**src/rtl/pxie_c2h_read_ctrl.sv**
```systemverilog
// Card-to-host readback sequencer: emits a header beat, then streams RAM words
// to the PXIE TX stream through a credit-managed output FIFO.
module pxie_c2h_read_ctrl #(
   parameter int          RAM_LAT    = 2,
   parameter int          FIFO_DEPTH = 8,
   parameter int          ADDR_STEP  = 2,
   parameter logic [15:0] HDR_TAG    = 16'hEB9C
) (
   input  logic        I_PXIE_CLK,
   input  logic        I_Rst,
   input  logic        I_c2h_en,
   input  logic [15:0] I_c2h_addr,
   input  logic [15:0] I_c2h_len,
   output logic        O_ram_rden,
   output logic [31:0] O_ram_addr,
   input  logic [63:0] I_ram_data,
   output logic [63:0] O_tx_data,
   output logic        O_tx_vld,
   input  logic        I_tx_rdy,
   output logic        O_busy,
   output logic        O_done,
   output logic        O_drop
);
   localparam int AW = $clog2(FIFO_DEPTH);
   localparam int CW = AW + 1;
   localparam int IW = $clog2(RAM_LAT + 1);

   typedef enum logic [2:0] {S_IDLE, S_HDR, S_READ, S_DRAIN, S_DONE} state_t;

   state_t             r_state;
   logic [15:0]        r_len;
   logic [15:0]        r_addr;
   logic [15:0]        r_issued;
   logic [31:0]        r_raddr;
   logic [RAM_LAT-1:0] r_rd_pipe;
   logic [63:0]        r_mem [FIFO_DEPTH];
   logic [AW-1:0]      r_wptr;
   logic [AW-1:0]      r_rptr;
   logic [CW-1:0]      r_cnt;
   logic               r_drop;

   logic [IW-1:0]      w_inflight;
   logic               w_empty, w_full, w_pop, w_tap;
   logic               w_hdr_push, w_push, w_credit, w_issue, w_last_out;
   logic [63:0]        w_push_data;

   always_comb begin
      w_inflight = '0;
      for (int i = 0; i < RAM_LAT; i++)
         w_inflight = w_inflight + IW'(r_rd_pipe[i]);
   end

   assign w_empty     = (r_cnt == '0);
   assign w_full      = (r_cnt == CW'(FIFO_DEPTH));
   assign w_pop       = !w_empty && I_tx_rdy;
   assign w_tap       = r_rd_pipe[RAM_LAT-1];
   assign w_hdr_push  = (r_state == S_HDR) && !w_full;
   assign w_push      = w_hdr_push || w_tap;
   assign w_push_data = w_tap ? I_ram_data : {HDR_TAG, r_len, 16'h0000, r_addr};
   // Reads in flight already own a FIFO slot, so a returning word can never hit a full FIFO.
   assign w_credit    = (32'(r_cnt) + 32'(w_inflight) + 32'd1) <= 32'(FIFO_DEPTH);
   assign w_issue     = (r_state == S_READ) && (r_issued != r_len) && w_credit;
   assign w_last_out  = (w_inflight == '0) && (w_empty || ((r_cnt == CW'(1)) && w_pop));

   always_ff @(posedge I_PXIE_CLK) begin
      if (w_push) r_mem[r_wptr] <= w_push_data;
   end

   always_ff @(posedge I_PXIE_CLK) begin
      if (I_Rst) begin
         r_wptr    <= '0;
         r_rptr    <= '0;
         r_cnt     <= '0;
         r_rd_pipe <= '0;
      end else begin
         r_rd_pipe <= RAM_LAT'({r_rd_pipe, w_issue});
         if (w_push) r_wptr <= r_wptr + AW'(1);
         if (w_pop)  r_rptr <= r_rptr + AW'(1);
         case ({w_push, w_pop})
            2'b10:   r_cnt <= r_cnt + CW'(1);
            2'b01:   r_cnt <= r_cnt - CW'(1);
            default: r_cnt <= r_cnt;
         endcase
      end
   end

   always_ff @(posedge I_PXIE_CLK) begin
      if (I_Rst) begin
         r_state  <= S_IDLE;
         r_len    <= '0;
         r_addr   <= '0;
         r_issued <= '0;
         r_raddr  <= '0;
         r_drop   <= 1'b0;
      end else begin
         r_drop <= I_c2h_en && (r_state != S_IDLE);
         case (r_state)
            S_IDLE: if (I_c2h_en) begin
               r_len    <= I_c2h_len;
               r_addr   <= I_c2h_addr;
               r_raddr  <= {16'h0000, I_c2h_addr};
               r_issued <= '0;
               r_state  <= S_HDR;
            end
            S_HDR: if (!w_full) r_state <= (r_len == '0) ? S_DRAIN : S_READ;
            S_READ: begin
               if (w_issue) begin
                  r_issued <= r_issued + 16'd1;
                  r_raddr  <= r_raddr + 32'(ADDR_STEP);
               end else if (r_issued == r_len) begin
                  r_state <= S_DRAIN;
               end
            end
            S_DRAIN: if (w_last_out) r_state <= S_DONE;
            S_DONE:  r_state <= S_IDLE;
            default: r_state <= S_IDLE;
         endcase
      end
   end

   assign O_ram_rden = w_issue;
   assign O_ram_addr = w_issue ? r_raddr : 32'h0;
   assign O_tx_vld   = !w_empty;
   assign O_tx_data  = w_empty ? 64'h0 : r_mem[r_rptr];
   assign O_busy     = (r_state == S_HDR) || (r_state == S_READ) || (r_state == S_DRAIN);
   assign O_done     = (r_state == S_DONE);
   assign O_drop     = r_drop;
endmodule

```
**config.mk**
```make
export PLATFORM = sky130hd
export DESIGN_NAME = pxie_c2h_read_ctrl
export DESIGN_NICKNAME = d
export VERILOG_FILES = /design/src/rtl/pxie_c2h_read_ctrl.sv
export SDC_FILE = /design/constraint.sdc
export NUM_CORES = 1
export LEC_CHECK = 0
export CAP_MARGIN = 5
export CORE_MARGIN = 10
export CORE_UTILIZATION = 45
export CTS_BUF_LIST = sky130_fd_sc_hd__clkbuf_4 sky130_fd_sc_hd__clkbuf_8
export CTS_CLUSTER_DIAMETER = 80
export DETAILED_ROUTE_END_ITERATION = 10
export PLACE_DENSITY = 0.7
export SKIP_LAST_GASP = 1
export SYNTH_ARGS = -nofsm -noshare
export SYNTH_HDL_FRONTEND = slang
export SYNTH_SLANG_ARGS = --single-unit
```
**constraint.sdc**
```tcl
create_clock -name I_PXIE_CLK -period 13.8 [get_ports I_PXIE_CLK]
set_input_delay 1.38 -clock I_PXIE_CLK [delete_from_list [all_inputs] [get_ports I_PXIE_CLK]]
set_output_delay 1.38 -clock I_PXIE_CLK [all_outputs]
set_load 0.03 [all_outputs]
```
==> reports/results.tsv, run 1 <==
stage	metric	value	unit
status	status	complete, no violations	
sta	drv_slew	0	
yosys	synthCells	1523	
yosys	synth_top_area_share	0.618	
power	p_sw	0.00157	W
yosys	syn-num-nets	1635	
detailed_routing	vias_per_cell	5.56	
sta	worst_slew_pin_slew	1.11	ns
floorplan	die_w	255	um
global_route	gr-total-overflow	0	
clocking	cts_buffers	97	
sta	grt_setup_unrepaired	no	
layout	post-route-util	0.539	
placement	place_area	27700	um^2
detailed_routing	drc	0	
clocking	postCtsHoldBufs	0	
layout	antenna_cells	0	
sta	clock.fmax	175	MHz
sta	max_slew_margin	0.257	
clocking	cts_resized	0	
power	power_density	174	nW/um^2
run	maxCapViolCount	0	
worst_setup_path	required	12.42	ns
power	clockPowerShare	0.295	
power	p_leak	9.31	nW
global_route	antenna_found_initial	4	
sta	fin_crit	5.70	ns
power	swShare	0.305	
sta	hold_viol_final	0	
sta	hold_ws	0.450	ns
clocking	post_cts_buffers	0	
floorplan	coreArea	54900	um^2
yosys	synthFlopType	edfxtp_1	
worst_setup_path	end_kind	output port	
layout	fin_nets	1866	
layout	layout_common_cells	edfxtp_1, clkdlybuf4s50_1, mux4_2	
yosys	synth_edf_count	512	
yosys	netlist_area	24900	um^2
clocking	clk_path_buf_depth	3	
global_route	grt_max_degree	77	
worst_setup_path	crit_fanout	69	
detailed_routing	routedWlPerCell	22.6	um
yosys	yosys.area.top_type	edfxtp_1	
yosys	syn_area_per_cell	16.3	um^2
worst_setup_path	crit_path_start_kind	flop	
detailed_routing	dr_total_vias	14100	
yosys	synth_area_leaders	edfxtp_1, mux4_2, dfxtp_1, mux2i_1, nand2_1	
sta	setup_viol	0	
worst_setup_path	worst-endpoint-arrival	4.32	ns
clocking	clkSinkCount	611	
placement	gp_routability_congestion	0.791	
yosys	ys_ff_latch	611	
detailed_routing	drtIter0Drc	1028	
clocking	cts_tree	built	
power	vdd_drop_max	0.0000945	V
detailed_routing	wirelength	57300	um
clocking	cts-root-buf	clkbuf_8	
floorplan	start_util	0.453	
worst_setup_path	critPathKind	reg -> out	
yosys	ys_types	45	
detailed_routing	dr.pass1.iters	4	
power	pwr-share-seq	0.435	
detailed_routing	ant_nets	0	
global_route	grt_pass1_vias	15000	
global_route	track_usage	0.178	
yosys	ys_seq_area_frac	0.698	
global_route	grt_pass1_wl	87700	um
clocking	insertion_delay	0.67	ns
hold_path	hold_path.class	reg -> reg	
floorplan	row_count	86	
power	combPwrFrac	0.270	
yosys	synthArstFlopShare	0	
clocking	clk_pin_slew_worst_paths	0.06	ns
yosys	yosys_warnings	0	
floorplan	dieArea	65100	um^2
clocking	cts.htree.levels	3	
floorplan	die_y	255	um
sta	finClkSkew	0.0245	ns
sta	min_period_over_period	0.413	
floorplan	boundaryPins	201	
layout	design_area	29600	um^2
layout	final_common_cell	edfxtp_1	
sta	setup_tns	0	ns
placement	io_buffer_count	200	
power	intPower	0.00358	W
layout	area_growth	18.9	%
placement	dpl.hpwl	33800	um
layout	drive_above_1_share	0.198	
worst max-delay path: stages, from the launching register on:
cell	delay, ns
dfxtp_4	1.01
inv_1	0.10
ha_1	0.32
inv_1	0.04
ha_1	0.26
nand2_1	0.06
o41a_1	0.39
nor4_2	0.27
buf_4	0.33
and2_1	0.18
clkdlybuf4s50_1	0.68
synth_stat cells (2+ instances only):
cell and count:
a21oi_1 83, xor2_1 4, xnor2_1 19, nor2b_1 2, or4_1 23, nand4_1 12, and3_1 16, a31oi_1 4
nor3b_1 5, nor3_1 5, mux4_2 128, buf_1 30, nor4_1 5, a22o_1 3, or3_1 8, nor2_1 95
o31ai_1 26, ha_1 12, o41a_1 2, nand2b_1 11, mux2i_1 69, edfxtp_1 512, clkbuf_1 54, a311oi_1 2
inv_1 12, and2_1 60, nand2_1 123, o21ai_0 23, mux2_2 32, buf_2 7, a211oi_1 7, dfxtp_1 99
nand3_1 18
power groups by stage:
stage                     clock, W  sequential, W  combinational, W
after detailed placement         0        0.00228           0.00142
after floorplan                  0        0.00221          0.000975
after global routing       0.00165        0.00226           0.00150
after CTS                  0.00156        0.00224           0.00142
after global placement           0        0.00228           0.00140
final                      0.00152        0.00224           0.00139
cells by family after synthesis:
kind of cell	count (synthesis)	share of synthesized area
xor+xnor	23	0.00810
buf+inv	104	0.0161
simple gates	388	0.0764
flops	611	0.698
mux	229	0.158
compound gates	156	0.0374
fa+ha+maj	12	0.00604
through the flow:
step / worst slack, ns / instances / power, W
finish: 8.10 / 2533 / 0.00515
global route: 7.78 / 2533 / 0.00540
CTS: 7.98 / 2533 / 0.00522
detailed placement: 8.73 / 2359 / 0.00370
global placement: 8.79 / 2359 / 0.00368
floorplan: 6.91 / 1523 / 0.00319
final cells by class:
cell class                      instances  area (um^2)
Tap cell                              704          881
Sequential cell                       611        17400
Clock buffer                          147         1740
Clock inverter                         27          176
Multi-Input combinational cell        808         7180
Inverter                               12         45.0
Fill cell                            4347        25300
Timing Repair Buffer                  224         2180
registers in the layout (all words and copies together), names as in the netlist, named ones only:
signal	flops
r_rptr	3
r_cnt	4
r_state	3
r_rd_pipe	2
r_len	16
r_mem	512
r_addr	16
r_wptr	3
O_drop	1
r_raddr	32
r_issued	16
worst paths after layout:
kind	startpoint	end	slack [ns]	depth (start not counted)
max	r_rd_pipe[1]$_SDFF_PP0_	O_ram_addr[14]	8.10	10
min	r_addr[3]$_SDFFE_PP0P_	r_addr[3]$_SDFFE_PP0P_	0.45	2
max reg2reg	r_rd_pipe[1]$_SDFF_PP0_	r_issued[11]$_SDFFE_PP0P_	9.79	9
min reg2reg	r_addr[3]$_SDFFE_PP0P_	r_addr[3]$_SDFFE_PP0P_	0.45	2
per-layer routing:
layer  track usage  share of wire  wire [um]  up-vias
li1              -              -          -     6412
met1         0.228           0.42      24300     7171
met2         0.297           0.50      28500      406
met3        0.0416          0.063       3630       75
met4        0.0527          0.015        882        8
met5             0         0.0010         58        -
(Power assumes the default switching activity.)
==> run 2, diff against run 1 <==
==> constraint.sdc (replaced) <==
create_clock -name I_PXIE_CLK -period 5.6 [get_ports I_PXIE_CLK]
set_input_delay 0.56 -clock I_PXIE_CLK [delete_from_list [all_inputs] [get_ports I_PXIE_CLK]]
set_output_delay 0.56 -clock I_PXIE_CLK [all_outputs]
set_load 0.03 [all_outputs]
==> reports/results.tsv, run 2 (synthesis gave the netlist of run 1 again) <==
stage	metric	value	unit
status	status	complete, no violations	
floorplan	dieArea	65100	um^2
layout	design_area	29800	um^2
placement	dpl.hpwl	33200	um
sta	max_slew_margin	0.200	
sta	hold_viol_final	0	
detailed_routing	dr.pass1.iters	5	
placement	place_area	27800	um^2
power	p_leak	9.33	nW
global_route	antenna_found_initial	7	
clocking	postCtsHoldBufs	0	
sta	setup_viol	0	
layout	layout_common_cells	edfxtp_1, clkdlybuf4s50_1, mux4_2	
global_route	grt_max_degree	68	
power	clockPowerShare	0.297	
floorplan	coreArea	54900	um^2
detailed_routing	wirelength	57600	um
worst_setup_path	end_kind	output port	
sta	hold_ws	0.452	ns
worst_setup_path	crit_path_start_kind	flop	
detailed_routing	routedWlPerCell	22.7	um
power	p_sw	0.00391	W
clocking	post_cts_buffers	0	
floorplan	die_w	255	um
detailed_routing	ant_nets	0	
clocking	cts_tree	built	
clocking	cts-root-buf	clkbuf_8	
layout	fill_cells	4381	
worst_setup_path	slowest_stage	nor4_2	
floorplan	boundaryPins	201	
global_route	grt_pass1_vias	15100	
sta	worst_slew_pin_slew	1.19	ns
layout	area_growth	19.6	%
clocking	clkSinkCount	611	
hold_path	hold_path.class	reg -> reg	
sta	drv_slew	0	
layout	fin_nets	1867	
worst_setup_path	r2r_slack	2.12	ns
floorplan	row_count	86	
detailed_routing	drtIter0Drc	1159	
sta	clock.fmax	206	MHz
layout	largest_reg_flops	512	
power	combPwrFrac	0.273	
placement	gp_routability_congestion	0.834	
run	maxCapViolCount	0	
floorplan	die_y	255	um
clocking	insertion_delay	0.67	ns
global_route	grt_pass1_wl	88700	um
sta	setup_tns	0	ns
worst_setup_path	required	5.04	ns
power	power_density	431	nW/um^2
clocking	clk_pin_slew_worst_paths	0.05	ns
worst_setup_path	slowest_delay	0.81	ns
power	pwr-share-seq	0.430	
worst_setup_path	crit_fanout	28	
layout	regMostFlops	r_mem	
global_route	track_usage	0.179	
worst_setup_path	worst-endpoint-arrival	4.29	ns
clocking	cts.htree.levels	3	
clocking	clk_path_buf_depth	3	
clocking	cts_resized	0	
worst_setup_path	critPathKind	reg -> out	
sta	grt_setup_unrepaired	no	
worst_setup_path	crit_chain	inv_1 > ha_1 > inv_1 > ha_1 > nand2_1 > o41a_1 > nor4_2 > buf_4 > and2_1 > clkdlybuf4s50_1	
sta	min_period_over_period	0.867	
power	vdd_drop_max	0.000229	V
global_route	gr-total-overflow	0	
sta	finClkSkew	0.0262	ns
detailed_routing	drc	0	
layout	drive_above_1_share	0.196	
placement	io_buffer_count	200	
clocking	cts_buffers	98	
floorplan	start_util	0.453	
layout	final_common_cell	edfxtp_1	
power	swShare	0.305	
detailed_routing	vias_per_cell	5.62	
detailed_routing	dr_total_vias	14200	
power	intPower	0.00890	W
sta	fin_crit	4.85	ns
power	p_total	0.0128	W
layout	top_regs	r_mem: 512 flops, r_raddr: 32 flops	
[run 2: cell count changes in the layout (fill, tap and decap cells not counted)]
cell,before,now
buf_12,0,8
buf_4,24,16
bufinv_16,2,5
clkbuf_4,45,34
clkinv_1,16,17
clkinvlp_4,3,5
diode_2,0,3
inv_6,1,2
nor3_2,2,0
nor3_4,0,2
nor3b_2,4,0
nor3b_4,0,4
[run 2: final timing paths]
kind                                              start                endpoint  cells past startpoint
worst min register to register   r_addr[5]$_SDFFE_PP0P_  r_addr[5]$_SDFFE_PP0P_                      2
worst max-delay path            r_rd_pipe[1]$_SDFF_PP0_           O_ram_addr[5]                     10
worst min-delay path             r_addr[5]$_SDFFE_PP0P_  r_addr[5]$_SDFFE_PP0P_                      2
worst max register to register    r_cnt[0]$_SDFFE_PP0P_  r_mem[6][30]$_DFFE_PP_                      8
[run 2: layout make-up]
cell class              instances  area (um^2)  share of cell area
well taps                     704          881              0.0296
repair buffers                224         2280              0.0765
clock inverters                34          294             0.00988
inverters                      12         45.0             0.00151
diodes                          3         7.51            0.000252
multi-input cells             808         7220               0.243
clock buffers                 136         1660              0.0558
flip-flops and latches        611        17400               0.584
[run 2: worst max-delay path: cells and delay by family (launching register included)]
family / cells / cell delay (ns)
adder cells (fa/ha/maj): 2 / 0.53
flip-flops: 1 / 0.47
AO/OA/AOI/OAI: 1 / 0.40
buffers and inverters: 4 / 1.18
AND/OR/NAND/NOR: 3 / 1.05
[run 2: metrics by stage]
stage | util | cells | setup slack (ns)
after floorplan | - | 1523 | 0.805
after global placement | 0.506 | 2359 | 1.56
after detailed placement | 0.506 | 2359 | 1.44
after CTS | 0.542 | 2529 | 0.673
after global routing | 0.542 | 2529 | 0.458
final | 0.542 | 2532 | 0.747
[run 2: metal layers]
metal / GRT usage / vias up / share of wire
met3: 0.0460 / 81 / 0.072
li1: - / 6410 / -
met1: 0.224 / 7272 / 0.41
met4: 0.0587 / 10 / 0.020
met2: 0.301 / 457 / 0.50
met5: 0 / - / 0.0010
[run 2: power by group through the flow]
stage | logic, W | registers (W) | clock network [W]
CTS | 0.00356 | 0.00552 | 0.00390
global placement | 0.00351 | 0.00560 | 0
global route | 0.00376 | 0.00556 | 0.00412
finish | 0.00349 | 0.00551 | 0.00381
detailed placement | 0.00355 | 0.00561 | 0
floorplan | 0.00241 | 0.00544 | 0
